<file path="src/rtl/acc_pkg.sv">
// Shared types and constants for the accumulator job controller.
// Holds the FSM encoding, datapath widths, int8 limits and the latched job config.
package acc_pkg;

    localparam int unsigned ACC_W = 16;
    localparam int unsigned LEN_W = 8;
    localparam int unsigned ST_W  = 3;

    localparam logic [7:0] INT8_MAX = 8'h7f;
    localparam logic [7:0] INT8_MIN = 8'h80;

    typedef enum logic [ST_W-1:0] {
        ST_IDLE = 3'd0,
        ST_CLR  = 3'd1,
        ST_LOAD = 3'd2,
        ST_ACC  = 3'd3,
        ST_RESP = 3'd4
    } acc_state_e;

    // Job parameters captured on the start handshake.
    typedef struct packed {
        logic             preload;
        logic [ACC_W-1:0] bias;
    } job_cfg_t;

endpackage

</file>
<file path="src/rtl/acc_beat_cnt.sv">
// Loadable down-counter tracking remaining input beats of a job.
// Saturates at zero; last_c flags the final outstanding beat.
module acc_beat_cnt
    import acc_pkg::*;
(
    input  logic             clk,
    input  logic             rst_n,
    input  logic             clr,
    input  logic             load,
    input  logic [LEN_W-1:0] load_val,
    input  logic             dec,
    output logic [LEN_W-1:0] count,
    output logic             last_c
);

    always_ff @(posedge clk or negedge rst_n) begin
        if (!rst_n) begin
            count <= '0;
        end else if (clr) begin
            count <= '0;
        end else if (load) begin
            count <= load_val;
        end else if (dec && (count != '0)) begin
            count <= count - LEN_W'(1);
        end
    end

    assign last_c = (count == LEN_W'(1));

endmodule

</file>
<file path="src/rtl/acc_ctrl.sv">
// Job controller sequencing clear/preload, beat accumulation and result hand-off
// for an external int16 accumulator with saturated int8 view.
module acc_ctrl
    import acc_pkg::*;
(
    input  logic             clk,
    input  logic             rst_n,
    input  logic             start_vld,
    output logic             start_rdy,
    input  logic [LEN_W-1:0] cfg_len,
    input  logic             cfg_preload,
    input  logic [ACC_W-1:0] bias_data,
    input  logic             in_vld,
    output logic             in_rdy,
    input  logic [ACC_W-1:0] in_data,
    input  logic             abort,
    output logic             acc_clr,
    output logic             load_vld,
    output logic             acc_vld,
    output logic [ACC_W-1:0] load_data,
    output logic [ACC_W-1:0] acc_data,
    input  logic [ACC_W-1:0] acc_q16,
    input  logic [7:0]       acc_q8,
    output logic             res_vld,
    input  logic             res_rdy,
    output logic [ACC_W-1:0] res_data16,
    output logic [7:0]       res_data8,
    output logic             busy
);

    acc_state_e       state_q, state_d;
    job_cfg_t         cfg_q;
    logic             cfg_we;
    logic             cnt_clr, cnt_load, cnt_dec;
    logic [LEN_W-1:0] cnt;
    logic             cnt_last;

    acc_beat_cnt u_beat_cnt (
        .clk      (clk),
        .rst_n    (rst_n),
        .clr      (cnt_clr),
        .load     (cnt_load),
        .load_val (cfg_len),
        .dec      (cnt_dec),
        .count    (cnt),
        .last_c   (cnt_last)
    );

    always_ff @(posedge clk or negedge rst_n) begin
        if (!rst_n) begin
            state_q <= ST_IDLE;
        end else begin
            state_q <= state_d;
        end
    end

    always_ff @(posedge clk or negedge rst_n) begin
        if (!rst_n) begin
            cfg_q <= '0;
        end else if (cfg_we) begin
            cfg_q <= '{preload: cfg_preload, bias: bias_data};
        end
    end

    // Next state and per-state accumulator commands; abort overrides everything.
    always_comb begin
        state_d   = state_q;
        start_rdy = 1'b0;
        in_rdy    = 1'b0;
        acc_clr   = 1'b0;
        load_vld  = 1'b0;
        acc_vld   = 1'b0;
        load_data = '0;
        acc_data  = '0;
        res_vld   = 1'b0;
        busy      = 1'b1;
        cfg_we    = 1'b0;
        cnt_clr   = 1'b0;
        cnt_load  = 1'b0;
        cnt_dec   = 1'b0;

        case (state_q)
            ST_IDLE: begin
                busy      = 1'b0;
                start_rdy = 1'b1;
                if (start_vld) begin
                    cfg_we   = 1'b1;
                    cnt_load = 1'b1;
                    state_d  = cfg_preload ? ST_LOAD : ST_CLR;
                end
            end
            ST_CLR: begin
                acc_clr = 1'b1;
                state_d = (cnt != '0) ? ST_ACC : ST_RESP;
            end
            ST_LOAD: begin
                load_vld  = 1'b1;
                load_data = cfg_q.bias;
                state_d   = (cnt != '0) ? ST_ACC : ST_RESP;
            end
            ST_ACC: begin
                in_rdy = 1'b1;
                if (in_vld) begin
                    acc_vld  = 1'b1;
                    acc_data = in_data;
                    cnt_dec  = 1'b1;
                    if (cnt_last) begin
                        state_d = ST_RESP;
                    end
                end
            end
            ST_RESP: begin
                res_vld = 1'b1;
                if (res_rdy) begin
                    state_d = ST_IDLE;
                end
            end
            default: begin
                state_d = ST_IDLE;
            end
        endcase

        if (abort && (state_q != ST_IDLE)) begin
            acc_clr   = 1'b1;
            load_vld  = 1'b0;
            acc_vld   = 1'b0;
            load_data = '0;
            acc_data  = '0;
            res_vld   = 1'b0;
            in_rdy    = 1'b0;
            cnt_dec   = 1'b0;
            cnt_clr   = 1'b1;
            state_d   = ST_IDLE;
        end
    end

    assign res_data16 = acc_q16;
    assign res_data8  = acc_q8;

endmodule

</file>
<file path="config.mk">
export PLATFORM = sky130hd
export DESIGN_NAME = acc_ctrl
export DESIGN_NICKNAME = d
export VERILOG_FILES = /design/src/rtl/acc_pkg.sv /design/src/rtl/acc_beat_cnt.sv /design/src/rtl/acc_ctrl.sv
export SDC_FILE = /design/constraint.sdc
export NUM_CORES = 1
export LEC_CHECK = 0
export CAP_MARGIN = 40
export CELL_PAD_IN_SITES_DETAIL_PLACEMENT = 1
export CELL_PAD_IN_SITES_GLOBAL_PLACEMENT = 1
export CORE_MARGIN = 2
export CORE_UTILIZATION = 23
export DETAILED_ROUTE_END_ITERATION = 16
export HOLD_SLACK_MARGIN = 0.12
export MAX_ROUTING_LAYER = met4
export PLACE_DENSITY_LB_ADDON = 0.25
export SLEW_MARGIN = 20
export SYNTH_ARGS = -nofsm -noshare
export SYNTH_HDL_FRONTEND = slang
export SYNTH_SLANG_ARGS = --single-unit
</file>
<file path="constraint.sdc">
create_clock -name clk -period 1.9 [get_ports clk]
set_input_delay 0.19 -clock clk [delete_from_list [all_inputs] [get_ports clk]]
set_output_delay 0.19 -clock clk [all_outputs]
set_load 0.01 [all_outputs]
</file>
==> out/metrics.cfg, run 1 <==
[min_path]
holdCritPathClass = primary input to asynchronous set/reset pin

[drt]
ant_nets = 0
avgRoutedWirePerCell_um = 14.2
drt_iter0_markers = 38
vias = 1839
drc = 0
routed_wl_mm = 5.83
viasPerCell = 4.49
dr.pass1.iters = 4

[die]
boundaryPins = 134
dieArea_um2 = 8690
die_h_um = 93.2
rows = 32
core_um2 = 7730
die_w_um = 93.2
start_util_pct = 23.7

[global_routing]
grt_pass1_wl_mm = 9.31
grt_max_degree = 28
overflow = 0
grt_pass1_vias = 1894
grt_usage_pct = 13.8
antenna_found_initial = 0

[clock_tree]
cts_hold_buf = 0
clock-root-buffer = clkbuf_8
clk_pin_slew_worst_paths_ns = 0.10
clock_latency_ns = 0.28
cts_buffer_depth = 2
cts_htree_levels = 1
cts_tree = yes
clkSinkCount = 27
cts_buffers = 3

[critical_path]
cpMaxStageDelayCell = or4b_4
path_class = flop to flop
crit_fanout = 21
crit_required_ns = 2.05
path_cells = buf_6, buf_4, or4b_4, buf_12, o2111ai_1, o211ai_1
critPathLaunchType = flop
end_kind = flop
critPathMaxStageDelay_ns = 0.59
critPathArrivalTime_ns = 1.99

[logic_synthesis]
synth_edf_count = 0
syn_area_um2 = 1830
synthArstFlopShare_pct = 100
synth-seq-cells = 27
synth_top_area_share_pct = 36.9
ys.flop_type = dfrtp_1
synth_nets = 295
synth_top_area_cell = dfrtp_1
synthDistinctLibCells = 39
synth_cells = 221
yosys_warnings = 0
synth_area_per_cell_um2 = 8.28
synth-seq-area-share_pct = 36.9
synth_area_leaders = dfrtp_1 (37%), nand2_1 (12%), buf_4 (10%)

[sta]
finalSetupViolCount = 0
fmax_ghz = 0.545
finalCritPeriodShare_pct = 96.5
fin_skew_ns = 0.00491
post-route-min-period_ns = 1.83
rsz0062_at_grt = yes
slew_headroom_pct = 73.2
worstMarginPinSlew_ns = 0.398
hold_viol = 0
slew_violations = 0
final.setup.tns_ns = 0
hold_slack_ns = 0.292

[finish]
fillerInstances = 928
utilization_pct = 36.5
areaGrowthSynthToFinish_pct = 54.1
final_common_cell = nand2_1
antennaDiodeCount = 0
nets = 383
drive_gt1_share_pct = 29.9
final_cell_mix = nand2_1 (57), clkdlybuf4s50_1 (45), buf_4 (29)
regArea_um2 = 677
multi_input_area_um2 = 961

[pwr]
leakage_nw = 1.42
power.switching_mw = 1.26
power.internal_mw = 1.84
p_per_area_nw_per_um2 = 1100
power_mw = 3.09
clockPowerShare_pct = 10.8
vdd_drop_max_uv = 340
pwr-share-seq_pct = 34.6
combPwrFrac_pct = 54.6
p_sw_share_pct = 40.7

[place]
hpwl_mm = 4.27
port_buffers = 85
place_congestion = 0.819

[flow_run]
maxCapViolations = 0

[status]
outcome = finished clean

==> repair_timing <==
action                                  CTS  global route
cloned                                    2             0
endpoints found under the setup margin   39            44
pin swaps                                 1             6
setup buffers                             5             1
resized for setup                        63            76
==> Yosys cell counts (all sizes together), types with 3 or more instances <==
library cell and number:
nand2 58, buf 31, dfrtp 27, and2 17, and3 16, o21ai 8
clkbuf 7, nor4b 6, inv 5, nor2 5, nor3 5, a21oi 3
ha 3
==> metal layers <==
layer | GRT usage (%) | vias to the layer above | share of wire [%]
li1 | - | 894 | -
met1 | 16.9 | 856 | 44
met2 | 23.2 | 80 | 46
met3 | 2.82 | 9 | 8.0
met4 | 3.68 | 0 | 1.4
met5 | - | - | 0
==> final cells by class <==
type	count	area share, %
tap	102	4.53
timing repair buffer	121	35.0
multi-input combinational	151	34.1
inverter	5	0.754
sequential	27	24.0
clock inverter	1	0.177
clock buffer	3	1.46
==> final timing paths <==
| check | start | endpoint | slack, ns | depth (start not counted) |
|---|---|---|---|---|
| worst max register to register | state_q[2] | u_beat_cnt.count[1] | 0.07 | 6 |
| worst min register to register | cfg_q[2] | cfg_q[2] | 0.48 | 2 |
| worst min-delay path | rst_n | u_beat_cnt.count[0] | 0.29 | 2 |
| min in group clk | acc_q8[1] | res_data8[1] | 0.38 | 0 |
| worst max-delay path | state_q[2] | u_beat_cnt.count[1] | 0.07 | 6 |
| max in group asynchronous | rst_n | state_q[0] | 1.32 | 2 |
==> worst max-delay path, delay by kind of cell (launching register included) <==
kind	cells	cell delay, ns
and+or+nand+nor	1	0.59
AOI/OAI and AO/OA	2	0.21
DFF	1	0.43
buffers and inverters	3	0.48
==> through the flow <==
stage | std cells | cell area, µm² | setup WS [ns]
after floorplan | 221 | 1830 | 0.251
after global routing | 410 | 2820 | -0.0184
after global placement | 400 | 2810 | -0.208
after CTS | 411 | 2890 | -0.0250
final | 410 | 2820 | 0.0666
after detailed placement | 400 | 2810 | -0.260
==> registers in the layout, indices dropped and copies added, names as in the netlist <==
name              count
state_q               3
cfg_q                16
u_beat_cnt.count      8
==> power groups by stage <==
stage / combinational (mW) / sequential [mW] / clock [mW]
after floorplan: 0.948 / 0.969 / 0
after global placement: 1.60 / 1.05 / 0
after detailed placement: 1.64 / 1.06 / 0
after CTS: 1.67 / 1.05 / 0.352
after global routing: 1.88 / 1.11 / 0.382
final: 1.69 / 1.07 / 0.335
==> cells by family after synthesis <==
kind of cell | after synthesis | share of synthesized area (%)
flops | 27 | 36.9
buf+inv | 43 | 15.0
xor+xnor | 2 | 0.957
compound gates | 27 | 9.98
mux | 2 | 1.16
simple gates | 117 | 33.9
fa+ha+maj | 3 | 2.05
Power figures use the tool's default switching activity.
==> run 2, diff against run 1 <==
--- a/config.mk
+++ b/config.mk
@@ -8,7 +8,7 @@
 export CAP_MARGIN = 40
 export CELL_PAD_IN_SITES_DETAIL_PLACEMENT = 1
 export CELL_PAD_IN_SITES_GLOBAL_PLACEMENT = 1
-export CORE_MARGIN = 2
+export CORE_MARGIN = 1.5
 export CORE_UTILIZATION = 23
 export DETAILED_ROUTE_END_ITERATION = 16
 export HOLD_SLACK_MARGIN = 0.12
==> run 2 against run 1 <==
Non-clock buffer count increased by 4. Routed wire length is 3.0% higher. Final cell count grew 0.98%. Maximum frequency is 1.9% lower. Core utilization rose by 1.1 points. First-iteration DRC count up 16%. Register-to-register slack got worse by 0.04 ns. Sequential share of layout area is 0.59 points lower. Critical path depth unchanged. Final area is 2.9% higher. Clock power is essentially flat.
==> out/metrics.cfg, run 2 (synthesis gave the netlist of run 1 again) <==
[sta]
hold_slack_ns = 0.296  ; +0.00399 ns
hold_viol = 0  ; unchanged
fmax_ghz = 0.535  ; -1.9%
slew_violations = 0  ; unchanged
rsz0062_at_grt = yes
final.setup.tns_ns = 0  ; unchanged
post-route-min-period_ns = 1.87  ; +0.0359 ns
slew_headroom_pct = 71.5  ; -1.8 points
finalSetupViolCount = 0  ; unchanged
finalCritPeriodShare_pct = 98.4  ; +1.9 points
worstMarginPinSlew_ns = 0.424  ; +0.0258 ns
fin_skew_ns = 0.00150  ; -0.00341 ns

[place]
hpwl_mm = 4.36  ; +2.0%
port_buffers = 85  ; unchanged
place_area_um2 = 2800  ; -0.27%
place_congestion = 0.821  ; +0.20%

[die]
boundaryPins = 134  ; unchanged
start_util_pct = 23.7  ; unchanged
rows = 32  ; unchanged
dieArea_um2 = 8500  ; -2.1%
core_um2 = 7730  ; unchanged
die_w_um = 92.2  ; -1.1%
die_h_um = 92.2  ; -1.1%

[global_routing]
grt_max_degree = 28  ; unchanged
antenna_found_initial = 0  ; unchanged
grt_pass1_wl_mm = 9.64  ; +3.6%
overflow = 0  ; unchanged
grt_pass1_vias = 2002  ; +5.7%
grt_usage_pct = 14.7  ; +0.88 points

[drt]
ant_nets = 0  ; unchanged
routed_wl_mm = 6.01  ; +3.0%
vias = 1861  ; +1.2%
avgRoutedWirePerCell_um = 14.5  ; +2.0%
met2_length_mm = 2.89  ; +7.2%
met1_length_mm = 2.62  ; +1.3%
dr.pass1.iters = 3  ; -1
drt_iter0_markers = 44  ; +16%
viasPerCell = 4.50  ; +0.22%
drc = 0  ; unchanged
route.met3.wl_um = 419  ; -10%
highest_layer = met4

[finish]
final_common_cell = nand2_1
top_register = cfg_q
reg.largest.list = cfg_q (16), u_beat_cnt.count (8), state_q (3)
fin_area_um2 = 2900  ; +2.9%
drive_gt1_share_pct = 28.5  ; -1.3 points
areaGrowthSynthToFinish_pct = 58.5
fillerInstances = 940  ; +1.3%
final_cell_mix = nand2_1 (58), clkdlybuf4s50_1 (45), buf_4 (33)
antennaDiodeCount = 0  ; unchanged
nets = 387  ; +1.0%
largest_reg_flops = 16  ; unchanged

[clock_tree]
clk_pin_slew_worst_paths_ns = 0.10  ; about the same
cts_tree = yes
cts_buffers = 3  ; unchanged
clock_latency_ns = 0.27  ; about the same
clock-root-buffer = clkbuf_8
clkSinkCount = 27  ; unchanged
cts_hold_buf = 0  ; unchanged
cts_htree_levels = 1  ; unchanged
cts_buffer_depth = 2  ; unchanged

[min_path]
holdCritPathClass = primary input to asynchronous set/reset pin

[critical_path]
cpLargestDelayFamily = simple AND/OR/NAND/NOR gates
path_class = flop to flop
critPathMaxStageDelay_ns = 0.51  ; -0.08 ns
rrSetupSlack_ns = 0.03  ; -0.04 ns
cpMaxStageDelayCell = or4_4
cp_common_cell = buf_4
path_cells = buf_4, nand4bb_4, buf_4, or4_4, o311ai_4, nand2_1
critPathLaunchType = flop
cp_num_buf_inv = 2  ; -1
crit_fanout = 2  ; -90%
critPathArrivalTime_ns = 2.03  ; +0.04 ns
end_kind = flop
crit_required_ns = 2.06  ; about the same

[flow_run]
maxCapViolations = 0  ; unchanged

[pwr]
vdd_drop_max_uv = 319  ; -6.2%
p_per_area_nw_per_um2 = 1080  ; -1.4%
leakage_nw = 1.45  ; +2.2%

[status]
outcome = finished clean

## run 2: cell count changes in the layout (fill, tap and decap cells not counted), sizes merged
cell,delta
clkinv,-1
clkbuf,-12
dlygate4sd2,-2
clkdlybuf4s15,+9
dlymetal6s2s,+1
buf,+9
## run 2: stage by stage
stage / setup slack (ns) / instances / total power, mW / utilization (%)
after floorplan: 0.251 / 221 / 1.92 / -
after CTS: -0.188 / 409 / 3.06 / 37.3
after global routing: -0.0888 / 414 / 3.41 / 37.5
final: 0.0307 / 414 / 3.14 / 37.5
after global placement: -0.170 / 399 / 2.64 / 36.3
after detailed placement: -0.235 / 399 / 2.69 / 36.3
## run 2: area by class of cell
class                           count  area (µm²)  share of cell area [%]
Multi-Input combinational cell    151         958                    33.0
Clock buffer                        4        45.0                    1.55
Timing Repair Buffer              125        1070                    36.9
Tap cell                          102         128                    4.40
Inverter                            5        21.3                   0.733
Sequential cell                    27         679                    23.4
## run 2: what timing repair did
action | CTS | global route
cloned | 2 | 0
pin swaps | 1 | 6
gates resized for setup | 58 | 82
buffers inserted | 4 | 6
endpoints found under the setup margin | 39 | 36
## run 2: power breakdown
group | switching (mW) | total, mW | internal (mW)
clock | 0.187 | 0.338 | 0.150
combinational | 0.858 | 1.74 | 0.884
sequential | 0.221 | 1.06 | 0.838
total | 1.27 | 3.14 | 1.87
## run 2: worst paths after layout
path | endpoint | start | cells past startpoint
worst max-delay path | u_beat_cnt.count[6] | state_q[2] | 6
worst min-delay path | u_beat_cnt.count[0] | rst_n | 2
worst max register to register | u_beat_cnt.count[6] | state_q[2] | 6
worst min register to register | cfg_q[5] | cfg_q[5] | 2
max in group asynchronous | state_q[1] | rst_n | 2
min in group clk | res_data16[13] | acc_q16[13] | 0
## run 2: metal layers
layer / up-vias / global-route usage [%]
met3: 10 / 2.82
li1: 905 / -
met5: - / -
met4: 0 / 3.72
met1: 872 / 16.8
met2: 74 / 26.2
==> run 3, diff against run 2 <==
--- a/config.mk
+++ b/config.mk
@@ -13,7 +13,7 @@
 export DETAILED_ROUTE_END_ITERATION = 16
 export HOLD_SLACK_MARGIN = 0.12
 export MAX_ROUTING_LAYER = met4
-export PLACE_DENSITY_LB_ADDON = 0.25
+export PLACE_DENSITY_LB_ADDON = 0.1
 export SLEW_MARGIN = 20
 export SYNTH_ARGS = -nofsm -noshare
 export SYNTH_HDL_FRONTEND = slang
==> run 3 against run 2 <==
Critical endpoint is now load_data[11]. Combinational power grew 2%. Sequential power is essentially flat. Critical path type is now flop to output port. Register-to-register slack gained 0.07 ns.
==> out/metrics.cfg, run 3 (synthesis gave the netlist of run 1 again) <==
[critical_path]
crit_fanout = 4  ; +2
path_cells = nor4b_4, buf_6, buf_6, buf_6, and2_4, buf_6
reg2reg_from = state_q[2]
end_kind = output port
worstSetupStartpoint = state_q[2]
path_class = flop to output port
critPathLaunchType = flop
critPathArrivalTime_ns = 1.68  ; -0.35 ns
cp_common_cell = buf_6
critPathMaxStageDelay_ns = 0.45  ; -0.06 ns
rrSetupSlack_ns = 0.10  ; +0.07 ns
reg2reg_depth = 5  ; -1
cpLargestDelayFamily = simple AND/OR/NAND/NOR gates
r2r_end = u_beat_cnt.count[6]
cp_num_buf_inv = 4  ; +2
crit_required_ns = 1.71  ; -0.35 ns
cpMaxStageDelayCell = dfrtp_1

[die]
dieArea_um2 = 8500  ; unchanged
die_w_um = 92.2  ; unchanged
boundaryPins = 134  ; unchanged
start_util_pct = 23.7  ; unchanged
rows = 32  ; unchanged
core_um2 = 7730  ; unchanged
die_h_um = 92.2  ; unchanged

[sta]
final.setup.tns_ns = 0  ; unchanged
post-route-min-period_ns = 1.87  ; -0.00000910 ns
hold_slack_ns = 0.287  ; -0.00841 ns
finalCritPeriodShare_pct = 98.4  ; about the same
fmax_ghz = 0.535  ; about the same
finalSetupViolCount = 0  ; unchanged
rsz0062_at_grt = yes
hold_viol = 0  ; unchanged
fin_skew_ns = 0.00358  ; +0.00208 ns
slew_headroom_pct = 72.6  ; +1.2 points
slew_violations = 0  ; unchanged
worstMarginPinSlew_ns = 0.407  ; -0.0171 ns

[global_routing]
overflow = 0  ; unchanged
grt_max_degree = 28  ; unchanged
grt_usage_pct = 15.2  ; +0.54 points
grt_pass1_vias = 1982  ; -1.0%
antenna_found_initial = 0  ; unchanged
grt_pass1_wl_mm = 10.0  ; +4.0%

[finish]
reg.largest.list = cfg_q (16), u_beat_cnt.count (8), state_q (3)
final_cell_mix = nand2_1 (58), clkdlybuf4s50_1 (45), buf_4 (33)
fillerInstances = 912  ; -3.0%
utilization_pct = 39.1  ; +1.5 points
areaGrowthSynthToFinish_pct = 65.0
drive_gt1_share_pct = 31.0  ; +2.5 points
multi_input_area_um2 = 986  ; +2.9%
final_common_cell = nand2_1
nets = 391  ; +1.0%
fin_area_um2 = 3020  ; +4.1%
antennaDiodeCount = 0  ; unchanged
largest_reg_flops = 16  ; unchanged
regArea_um2 = 678  ; -0.18%
top_register = cfg_q

[drt]
met2_length_mm = 2.90  ; +0.35%
highest_layer = met4
dr.pass1.iters = 4  ; +1
viasPerCell = 4.51  ; +0.43%
routed_wl_mm = 6.09  ; +1.3%
ant_nets = 0  ; unchanged
avgRoutedWirePerCell_um = 14.6  ; +0.33%
vias = 1887  ; +1.4%
route.met3.wl_um = 381  ; -9.1%
drc = 0  ; unchanged
drt_iter0_markers = 33  ; -25%
met1_length_mm = 2.74  ; +4.8%

[clock_tree]
cts_htree_levels = 1  ; unchanged
cts_buffer_depth = 2  ; unchanged
clock_latency_ns = 0.28  ; about the same
cts_tree = yes
clock-root-buffer = clkbuf_8
cts_buffers = 3  ; unchanged
clk_pin_slew_worst_paths_ns = 0.10  ; about the same
clkSinkCount = 27  ; unchanged

[status]
outcome = finished clean

[place]
hpwl_mm = 4.24  ; -2.7%
place_congestion = 0.783  ; -4.6%
place_area_um2 = 2770  ; -1.2%
port_buffers = 85  ; unchanged

[pwr]
leakage_nw = 1.51  ; +4.3%
p_per_area_nw_per_um2 = 1060  ; -2.2%
vdd_drop_max_uv = 408  ; +28%
power_mw = 3.19  ; +1.8%

[flow_run]
maxCapViolations = 0  ; unchanged

[min_path]
holdCritPathClass = primary input to asynchronous set/reset pin

==> run 3: cell count changes in the layout (fill, tap and decap cells not counted), moves of 2 or more <==
cell	before	now
buf_2	10	12
and2_1	16	9
buf_6	6	18
and2_4	1	8
clkbuf_2	15	3
dlygate4sd2_1	4	7
==> run 3: final cells by class <==
type	count	share of cell area, %
Timing Repair inverter	1	0.207
Tap cell	102	4.23
Multi-Input combinational cell	151	32.6
Clock buffer	3	1.37
Sequential cell	27	22.5
Clock inverter	1	0.166
Inverter	5	0.870
Timing Repair Buffer	128	38.1
==> run 3: where the power goes <==
part           leakage [nW]  internal (mW)  total, mW  switching (mW)
combinational          1.15          0.927       1.78           0.856
sequential            0.336          0.838       1.07           0.231
clock                0.0255          0.147      0.344           0.196
total                  1.51           1.91       3.19            1.28
==> run 3: worst max-delay path by stage <==
stage,end,cells after the start
3_3_place_gp,load_data[10],5
6_report,load_data[11],6
4_1_cts,load_data[4],6
2_1_floorplan,u_beat_cnt.count[3],6
3_5_place_dp,load_data[10],5
5_1_grt,load_data[11],6
==> run 3: what timing repair did <==
| item | in CTS | in global routing |
|---|---|---|
| setup buffers | 16 | 3 |
| gates cloned | 3 | 0 |
| setup endpoints to repair | 39 | 25 |
| hold buffers | 0 | 0 |
| resized for setup | 118 | 51 |
| pin swaps | 4 | 7 |
==> run 3: routing by layer <==
| metal | up-vias | GRT usage, % |
|---|---|---|
| met3 | 4 | 2.65 |
| met2 | 67 | 25.2 |
| met5 | - | - |
| met1 | 903 | 19.2 |
| li1 | 913 | - |
| met4 | 0 | 3.59 |
==> run 3: through the flow <==
step	cells	setup slack [ns]
2_1_floorplan	221	0.251
3_3_place_gp	396	-0.326
3_5_place_dp	396	-0.297
4_1_cts	419	-0.0425
5_1_grt	418	-0.0490
6_report	418	0.0307
==> RTL edit: new RTL, config.mk and constraints of run 3 <==
Add an input register stage for `cfg_len` and `cfg_preload`, cleared by the reset; this delays them by one clock. The other inputs are not delayed to match.
--- a/src/rtl/acc_ctrl.sv
+++ b/src/rtl/acc_ctrl.sv
@@ -28,6 +28,19 @@
     output logic             busy
 );
 
+    logic [LEN_W-1:0] cfg_len_q;
+    logic cfg_preload_q;
+
+    always_ff @(posedge clk or negedge rst_n) begin
+        if (!rst_n) begin
+            cfg_len_q     <= '0;
+            cfg_preload_q <= '0;
+        end else begin
+            cfg_len_q     <= cfg_len;
+            cfg_preload_q <= cfg_preload;
+        end
+    end
+
     acc_state_e       state_q, state_d;
     job_cfg_t         cfg_q;
     logic             cfg_we;
@@ -40,7 +53,7 @@
         .rst_n    (rst_n),
         .clr      (cnt_clr),
         .load     (cnt_load),
-        .load_val (cfg_len),
+        .load_val (cfg_len_q),
         .dec      (cnt_dec),
         .count    (cnt),
         .last_c   (cnt_last)
@@ -58,7 +71,7 @@
         if (!rst_n) begin
             cfg_q <= '0;
         end else if (cfg_we) begin
-            cfg_q <= '{preload: cfg_preload, bias: bias_data};
+            cfg_q <= '{preload: cfg_preload_q, bias: bias_data};
         end
     end
 
@@ -86,7 +99,7 @@
                 if (start_vld) begin
                     cfg_we   = 1'b1;
                     cnt_load = 1'b1;
-                    state_d  = cfg_preload ? ST_LOAD : ST_CLR;
+                    state_d  = cfg_preload_q ? ST_LOAD : ST_CLR;
                 end
             end
             ST_CLR: begin
Formal check against the unedited RTL: not equivalent (Yosys sat finds a counterexample within 4 cycles, from zero or initial values and one cycle with rst_n low).
==> RTL edit against run 3 <==
Sequential cell count is 9 higher. Final cell count is 0.24% lower. Power is 13% higher. Critical path depth is 2 lower. Synthesized area is 12% higher. Cell area is 2.6% higher. First-iteration DRC count is 18% higher. Routed wire length is 5.3% lower. Setup slack better by 0.040 ns. Highest routed layer unchanged.
==> RTL edit: results (changes against run 3) <==
status:
  status: "complete, no violations"
hold_path:
  hold_path.class: "in2reg"
logic_synthesis:
  syn-num-nets: 302  # +2.4%
  ys_types: 46  # +18%
  synth_ff_type: "dfrtp_1"
  ys_seq_area_share_pct: 43.8  # +6.9 points
  ys_top_cells_by_area: "dfrtp_1, nand2_1, buf_4"
  synthArstFlopShare_pct: 100  # unchanged
  yosys-top-cells-count: "nand2_1, dfrtp_1, buf_4, and2_1, and3_1"
  synth.avg_cell_area_um2: 9.03  # +9.0%
place:
  dpl_cell_area_mm2: 0.00296  # +6.8%
  place_ws_ns: -0.145  # +0.152 ns
  gp_congestion: 0.739  # -5.7%
  placedCellCount: 404  # +2.0%
  dp_hpwl_um: 4120  # -2.7%
routing:
  drtIter0Drc: 39  # +18%
  wl_per_cell_um: 13.8  # -5.0%
  viasPerCell: 4.47  # -0.93%
  firstDrtPassIters: 4  # unchanged
  drt-total-wl_um: 5770  # -5.3%
power_and_ir_drop:
  peakVddDrop_mv: 0.339  # -17%
  cellLeakagePower_nw: 1.60  # +5.8%
global_route:
  grt_use_met3_pct: 3.38  # +0.73 points
  grt_pass1_vias: 1961  # -1.1%
  use_met1_pct: 16.5  # -2.7 points
  grt_max_degree: 37  # +32%
  grt_pass1_wl_um: 9710  # -3.2%
  grt_use_total_pct: 12.8  # -2.4 points
  grtUsageMet2_pct: 20.0  # -5.2 points
finish:
  nets: 383  # -2.0%
  fillers: 1031  # +13%
  num_antenna_cells: 0  # unchanged
  drive_above_1_share_pct: 17.5  # -14 points
  reg_top3: "cfg_q: 16 flops, cfg_len_q: 8 flops, u_beat_cnt.count: 8 flops"
worst_setup_path:
  crit_arrival_ns: 1.95  # +0.27 ns
  cp_max_fo: 5  # +1
  critPathCapture: "state_q[0]$_DFFE_PN0P_"
  r2r_cells: 4  # -1
  startpoint: "u_beat_cnt.count[3]$_DFFE_PN0P_"
  rrSetupSlack_ns: 0.07  # -0.03 ns
clock_network:
  clkTransAtPathRegs_ns: 0.07  # -0.03 ns
  ctsHtreeMaxLevel: 2  # +1
  cts_made_buffers: 5  # +2
sta:
  skew_ns: 0.00141  # -0.00217 ns
  maxClockFrequency_mhz: 547  # +2.2%
  slew_headroom_pct: 67.5  # -5.1 points
## RTL edit: changes by cell type after synthesis, sizes merged, moves of 2 or more
cell and change:
or2 +2, nor4 -2, a32oi -2, nor4b -3
dfrtp +9, inv -2, or3 +3, nor3 -4
o311ai +3
## RTL edit: stage by stage
step           setup TNS, ns  total power [mW]
2_1_floorplan              0              2.23
3_3_place_gp           -4.72              2.94
3_5_place_dp           -4.29              2.96
4_1_cts                    0              3.55
5_1_grt                    0              3.91
6_report                   0              3.59
## RTL edit: cell families (layout without fill, tap and decap cells)
group | count (synthesis) | after routing | synth area share [%]
DFF | 36 | 36 | 43.8
and+or+nand+nor | 119 | 119 | 30.6
buffers and inverters | 41 | 122 | 13.1
AOI/OAI and AO/OA | 24 | 24 | 8.39
muxes | 3 | 3 | 1.52
xor gates and xnor gates | 2 | 2 | 0.851
adders and majority gates | 3 | 3 | 1.82
## RTL edit: cell type report
| cell class | count | area [µm²] | share of cell area, % |
|---|---|---|---|
| well taps | 108 | 135 | 4.36 |
| repair buffers | 112 | 1020 | 32.8 |
| inverters | 3 | 11.3 | 0.363 |
| clock buffers | 7 | 96.3 | 3.11 |
| multi-input cells | 151 | 937 | 30.3 |
| flip-flops and latches | 36 | 902 | 29.1 |
## RTL edit: worst min path at each step
stage	slack [ns]	endpoint
2_1_floorplan	-0.11	cfg_len_q[0]$_DFF_PN0_
3_3_place_gp	0.28	cfg_q[4]$_DFFE_PN0P_
3_5_place_dp	0.27	cfg_q[4]$_DFFE_PN0P_
4_1_cts	0.33	cfg_len_q[2]$_DFF_PN0_
5_1_grt	0.32	cfg_len_q[3]$_DFF_PN0_
6_report	0.34	cfg_len_q[5]$_DFF_PN0_
## RTL edit: power by group
group          internal (mW)  switching (mW)  leakage, nW  total (mW)
clock                  0.323           0.282       0.0503       0.605
sequential              1.04           0.186        0.445        1.23
combinational          0.881           0.880         1.10        1.76
total                   2.25            1.35         1.60        3.59
## RTL edit: routing by layer
metal / vias up / wire (µm) / part of all wire [%]
li1: 899 / - / -
met2: 77 / 2510 / 43
met3: 8 / 434 / 7.5
met5: - / 0 / 0
met4: 0 / 39 / 0.68
met1: 881 / 2790 / 48
## RTL edit: critical path, cell delays in order (launching register included)
cell and delay, ns:
dfrtp_1 0.38, or3_4 0.42, or4_4 0.44, o21ai_2 0.21, o311ai_0 0.20
## RTL edit: timing repair
item                       in CTS  in global routing
setup endpoints to repair      40                 27
setup buffers                   3                  2
hold endpoints to repair       36                  0
pin swaps                       1                  3
cloned                          0                  0
resized for setup              41                 11
hold buffers                    1                  0
